===== src/rtl/mmio_store_ctrl.sv =====
// IO-space write side: TX byte FIFO feeding the UART transmitter, RX pop strobe,
// and the cycle/retired-instruction counters with their store-triggered clear.
module mmio_store_ctrl #(
   parameter int unsigned TX_DEPTH = 4,
   parameter int unsigned CNT_W    = 32
) (
   input  logic             clk,
   input  logic             rst_n,
   input  logic             s3_stall,
   input  logic             store_en,
   input  logic             load_en,
   input  logic [31:0]      mem_addr,
   input  logic [31:0]      store_data,
   input  logic [3:0]       store_mask,
   input  logic             instr_retire,
   output logic [7:0]       uart_tx_data_in,
   output logic             uart_tx_data_in_valid,
   input  logic             uart_tx_data_in_ready,
   output logic             uart_rx_data_out_ready,
   output logic             tx_ready_status,
   output logic             tx_overflow,
   output logic [CNT_W-1:0] cyc_counter,
   output logic [CNT_W-1:0] instr_counter
);

   localparam int unsigned PW = (TX_DEPTH > 1) ? $clog2(TX_DEPTH) : 1;
   localparam logic [PW:0] DepthCnt = (PW+1)'(TX_DEPTH);

   logic [7:0]       mem_q [TX_DEPTH];
   logic [PW-1:0]    rd_ptr_q, rd_ptr_d;
   logic [PW-1:0]    wr_ptr_q, wr_ptr_d;
   logic [PW:0]      count_q, count_d;
   logic             overflow_q, overflow_d;
   logic [CNT_W-1:0] cyc_q, cyc_d;
   logic [CNT_W-1:0] instr_q, instr_d;

   logic       act, io;
   logic [7:0] offset;
   logic       tx_wr, cnt_rst, full, empty, push, pop;

   always_comb begin
      act     = !s3_stall;
      io      = (mem_addr[31:30] == 2'b10);
      offset  = mem_addr[7:0];
      tx_wr   = act & store_en & io & (offset == 8'h08) & store_mask[0];
      cnt_rst = act & store_en & io & (offset == 8'h18);
      full    = (count_q == DepthCnt);
      empty   = (count_q == '0);
      pop     = !empty & uart_tx_data_in_ready;
      // A full FIFO can still take a byte when the head leaves in the same cycle.
      push    = tx_wr & (!full | pop);
   end

   always_comb begin
      rd_ptr_d   = rd_ptr_q;
      wr_ptr_d   = wr_ptr_q;
      count_d    = count_q;
      overflow_d = overflow_q | (tx_wr & full & !pop);
      if (pop) begin
         rd_ptr_d = rd_ptr_q + PW'(1);
      end
      if (push) begin
         wr_ptr_d = wr_ptr_q + PW'(1);
      end
      unique case ({push, pop})
         2'b10:   count_d = count_q + (PW+1)'(1);
         2'b01:   count_d = count_q - (PW+1)'(1);
         default: count_d = count_q;
      endcase
      if (cnt_rst) begin
         cyc_d   = '0;
         instr_d = '0;
      end else begin
         cyc_d   = cyc_q + CNT_W'(1);
         instr_d = instr_q + CNT_W'(instr_retire);
      end
   end

   always_ff @(posedge clk or negedge rst_n) begin
      if (!rst_n) begin
         rd_ptr_q   <= '0;
         wr_ptr_q   <= '0;
         count_q    <= '0;
         overflow_q <= 1'b0;
         cyc_q      <= '0;
         instr_q    <= '0;
         for (int i = 0; i < TX_DEPTH; i++) begin
            mem_q[i] <= 8'h00;
         end
      end else begin
         rd_ptr_q   <= rd_ptr_d;
         wr_ptr_q   <= wr_ptr_d;
         count_q    <= count_d;
         overflow_q <= overflow_d;
         cyc_q      <= cyc_d;
         instr_q    <= instr_d;
         if (push) begin
            mem_q[wr_ptr_q] <= store_data[7:0];
         end
      end
   end

   assign uart_tx_data_in        = mem_q[rd_ptr_q];
   assign uart_tx_data_in_valid  = !empty;
   assign tx_ready_status        = !full;
   assign tx_overflow            = overflow_q;
   assign uart_rx_data_out_ready = act & load_en & io & (offset == 8'h04);
   assign cyc_counter            = cyc_q;
   assign instr_counter          = instr_q;

endmodule


===== config.mk =====
export PLATFORM = sky130hd
export DESIGN_NAME = mmio_store_ctrl
export DESIGN_NICKNAME = d
export VERILOG_FILES = /design/src/rtl/mmio_store_ctrl.sv
export SDC_FILE = /design/constraint.sdc
export NUM_CORES = 1
export LEC_CHECK = 0
export BUFFER_PORTS_ARGS = -buffer_cell sky130_fd_sc_hd__buf_2
export CAP_MARGIN = 20
export CORE_ASPECT_RATIO = 1.5
export CORE_MARGIN = 3
export CORE_UTILIZATION = 56
export DETAILED_ROUTE_END_ITERATION = 10
export PLACE_DENSITY_LB_ADDON = 0.15
export SYNTH_ARGS = -nofsm -noshare
export SYNTH_HDL_FRONTEND = slang
export SYNTH_SLANG_ARGS = --single-unit

===== constraint.sdc =====
create_clock -name clk -period 6.8 [get_ports clk]
set_clock_uncertainty 0.1 [all_clocks]
set_input_delay 1.02 -clock clk [delete_from_list [all_inputs] [get_ports clk]]
set_output_delay 1.02 -clock clk [all_outputs]
set_load 0.02 [all_outputs]

==> flow_metrics.py <==
metrics = {
    "outcome": {
        "status": "finished, final reports clean",
    },
    "global_route": {
        "grt_pass1_wl_mm": 19.24,
        "grt_start_max_net_pins": 86,
        "antenna_found_initial": 0,
        "grt_pass1_vias": 4150,
        "grt.total_usage": 0.2217,
        "gr-total-overflow": 0,
    },
    "route": {
        "drt_first_pass_iters": 4,
        "wl_mm": 11.38,
        "dr_total_vias": 4099,
        "ant_nets": 0,
        "avgViaCountPerCell": 5.958,
        "drt_iter0_markers": 181,
        "drcViolationCount": 0,
        "wl_per_cell_um": 16.54,
    },
    "floorplan": {
        "io_pins": 151,
        "fp.dieH_um": 124.5,
        "die_x_um": 84.98,
        "start_util": 0.5831,
        "row_count": 42,
        "core_mm2": 0.008986,
        "dieArea_mm2": 0.01058,
    },
    "clocking": {
        "cts.sinks": 104,
        "cts_root_buf": "clkbuf_16",
        "clk_latency_ns": 0.34,
        "post_cts_buffers": 0,
        "clk_pin_slew_ns": 0.07,
        "cts_hold_buf": 0,
        "cts_resized": 0,
        "htreeDepth": 3,
        "clockBufferDepth": 2,
        "cts-buffers-inserted": 9,
        "cts_tree": "yes",
    },
    "worst_setup_path": {
        "path_common_cell": "buf_2",
        "path_cells": "buf_2, nor4b_1, nor3b_1, buf_2",
        "start_kind": "primary input",
        "endpoint_kind": "primary output",
        "r2r_slack_ns": 4.33,
        "critPathMaxStageDelay_ns": 0.68,
        "cp_data_arrival_time_ns": 2.23,
        "crit_fanout": 5,
        "crit_slowest_cell": "nor4b_1",
        "endpoint": "uart_rx_data_out_ready",
        "r2r_cells": 9,
        "cp.required_ns": 5.68,
        "worstReg2RegEnd": "count_q[2]",
        "reg2reg_from": "count_q[1]",
        "crit_path_start": "mem_addr[30]",
        "critPathKind": "in -> out",
    },
    "logic_synthesis": {
        "synth_top_family_by_area": "simple AND/OR/NAND/NOR gates",
        "yosysSeqAreaShare": 0.4967,
        "synthTopCellsByArea": "dfrtp_1 50%, mux2_2 7.1%, or4_1 3.7%",
        "synth_adder_area_share": 0.02292,
        "synth_compound_area_frac": 0.07713,
        "yosysWarnings": 0,
        "netlist.top_cell.by_area": "dfrtp_1",
        "synth_edf_count": 0,
        "synth_fp_nets": 563,
        "postSynthAreaPerCell_um2": 10.94,
        "postSynth.asyncResetShare": 1.000,
        "ys_types": 44,
        "syn_area_mm2": 0.005240,
        "synth-simple-area-share": 0.2113,
        "synthCells": 479,
        "ys_ff_latch": 104,
        "synth-xor-area-share": 0.04513,
        "synth-main-ff-cell": "dfrtp_1",
        "synth_top_cell_area_share": 0.4967,
        "muxShareOfSynthArea": 0.1187,
    },
    "power_and_ir_drop": {
        "vdd_drop_max_mv": 0.2282,
        "powerDensity_mw_per_mm2": 246.7,
        "p_leak_nw": 2.861,
    },
    "timing": {
        "rsz0062_at_grt": "false",
        "min_period_ns": 3.354,
        "worst_pin_slew_ns": 0.9091,
        "hold_violations": 0,
        "finalSetupTns_ns": 0,
        "clock.fmax_mhz": 298.2,
        "setup_violations": 0,
        "finalCritPeriodShare": 0.4932,
        "maxSlewViolCount": 0,
        "relSlewSlack": 0.3922,
    },
    "layout": {
        "design_area_mm2": 0.006101,
        "drive_above_1_share": 0.2958,
        "mostFrequentLayoutCells": "104 x dfrtp_1, 100 x buf_2, 33 x nand2_1, 33 x mux2_2, 31 x a21oi_1",
        "multi_input_area_mm2": 0.002497,
        "nNetsFinal": 658,
        "final.fill_count": 723,
        "area_growth_pct": 16.43,
        "final_common_cell": "dfrtp_1",
        "fin_cells": 688,
        "layout.area.seq_mm2": 0.002603,
        "antenna_cells": 0,
    },
    "hold_path": {
        "hold_path_class": "reg -> reg",
        "min_path_cells": 1,
    },
    "placement": {
        "io_buffers": 101,
        "dpl.hpwl_mm": 7.910,
        "place_congestion": 0.7667,
        "dpl-instance-area_mm2": 0.005817,
        "dpl.cell_count": 672,
    },
    "run": {
        "drv_cap": 0,
    },
}
## cell type report
| type | instances | area share |
|---|---|---|
| sequential | 104 | 0.4266 |
| inverter | 15 | 0.009229 |
| clock buffer | 12 | 0.03876 |
| clock inverter | 3 | 0.003281 |
| multi-input combinational | 340 | 0.4094 |
| tap | 110 | 0.02256 |
| timing repair buffer | 104 | 0.09024 |
## stage by stage
stage | setup WS (ns) | power, W | hold slack (ns) | util
2_1_floorplan | 3.538 | 0.0009443 | 0.3685 | -
3_3_place_gp | 3.345 | 0.001040 | 0.3671 | 0.6473
3_5_place_dp | 3.263 | 0.001053 | 0.3777 | 0.6473
4_1_cts | 3.453 | 0.001518 | 0.3948 | 0.6759
5_1_grt | 3.201 | 0.001575 | 0.4150 | 0.6789
6_report | 3.446 | 0.001505 | 0.3898 | 0.6789
## Yosys cell counts (10+ instances only)
| cell | count |
|---|---|
| nand4_1 | 13 |
| o31ai_1 | 24 |
| inv_1 | 15 |
| nand3_1 | 21 |
| nor4_1 | 13 |
| a21oi_1 | 31 |
| xnor2_1 | 17 |
| nor2_1 | 29 |
| or4_1 | 26 |
| nand2_1 | 33 |
| xor2_1 | 10 |
| mux2_2 | 33 |
| dfrtp_1 | 104 |
| clkbuf_1 | 15 |
## worst min path at each step
stage                      from           to  slack (ns)
floorplan            count_q[2]   count_q[2]        0.37
global route           mem_q[1]     mem_q[1]        0.41
CTS                 tx_overflow  tx_overflow        0.39
global placement    tx_overflow  tx_overflow        0.37
finish              tx_overflow  tx_overflow        0.39
detailed placement  tx_overflow  tx_overflow        0.38
## kinds of logic (layout without fill, tap and decap cells)
kind of cell	Yosys count	in the layout
simple gates	190	190
flops	104	104
compound gates	66	66
mux	48	48
buf+inv	35	134
xor+xnor	27	27
fa+ha+maj	9	9
## sequential cells by signal, summed over array words and instances (netlist names)
| register | count |
|---|---|
| cyc_counter | 32 |
| instr_counter | 32 |
| mem_q | 32 |
| count_q | 3 |
| rd_ptr_q | 2 |
| wr_ptr_q | 2 |
| tx_overflow | 1 |
## per-layer routing
layer / global-route usage / vias up / share of wire / wire length [µm]
met3: 0.04567 / 16 / 0.044 / 495
li1: - / 1960 / - / -
met1: 0.2669 / 2035 / 0.43 / 4843
met4: 0.07083 / 0 / 0.016 / 179
met2: 0.3910 / 88 / 0.51 / 5860
met5: 0 / - / 0 / 0
## report_power, final
part	switching (W)	internal, W
clock	0.000218	0.000246
sequential	0.0000919	0.000674
combinational	0.000156	0.000118
## critical path, delay by kind of cell
kind | cells | cell delay [ns]
AND/OR/NAND/NOR | 2 | 0.93
buffers and inverters | 2 | 0.29
Power figures use the tool's default switching activity.
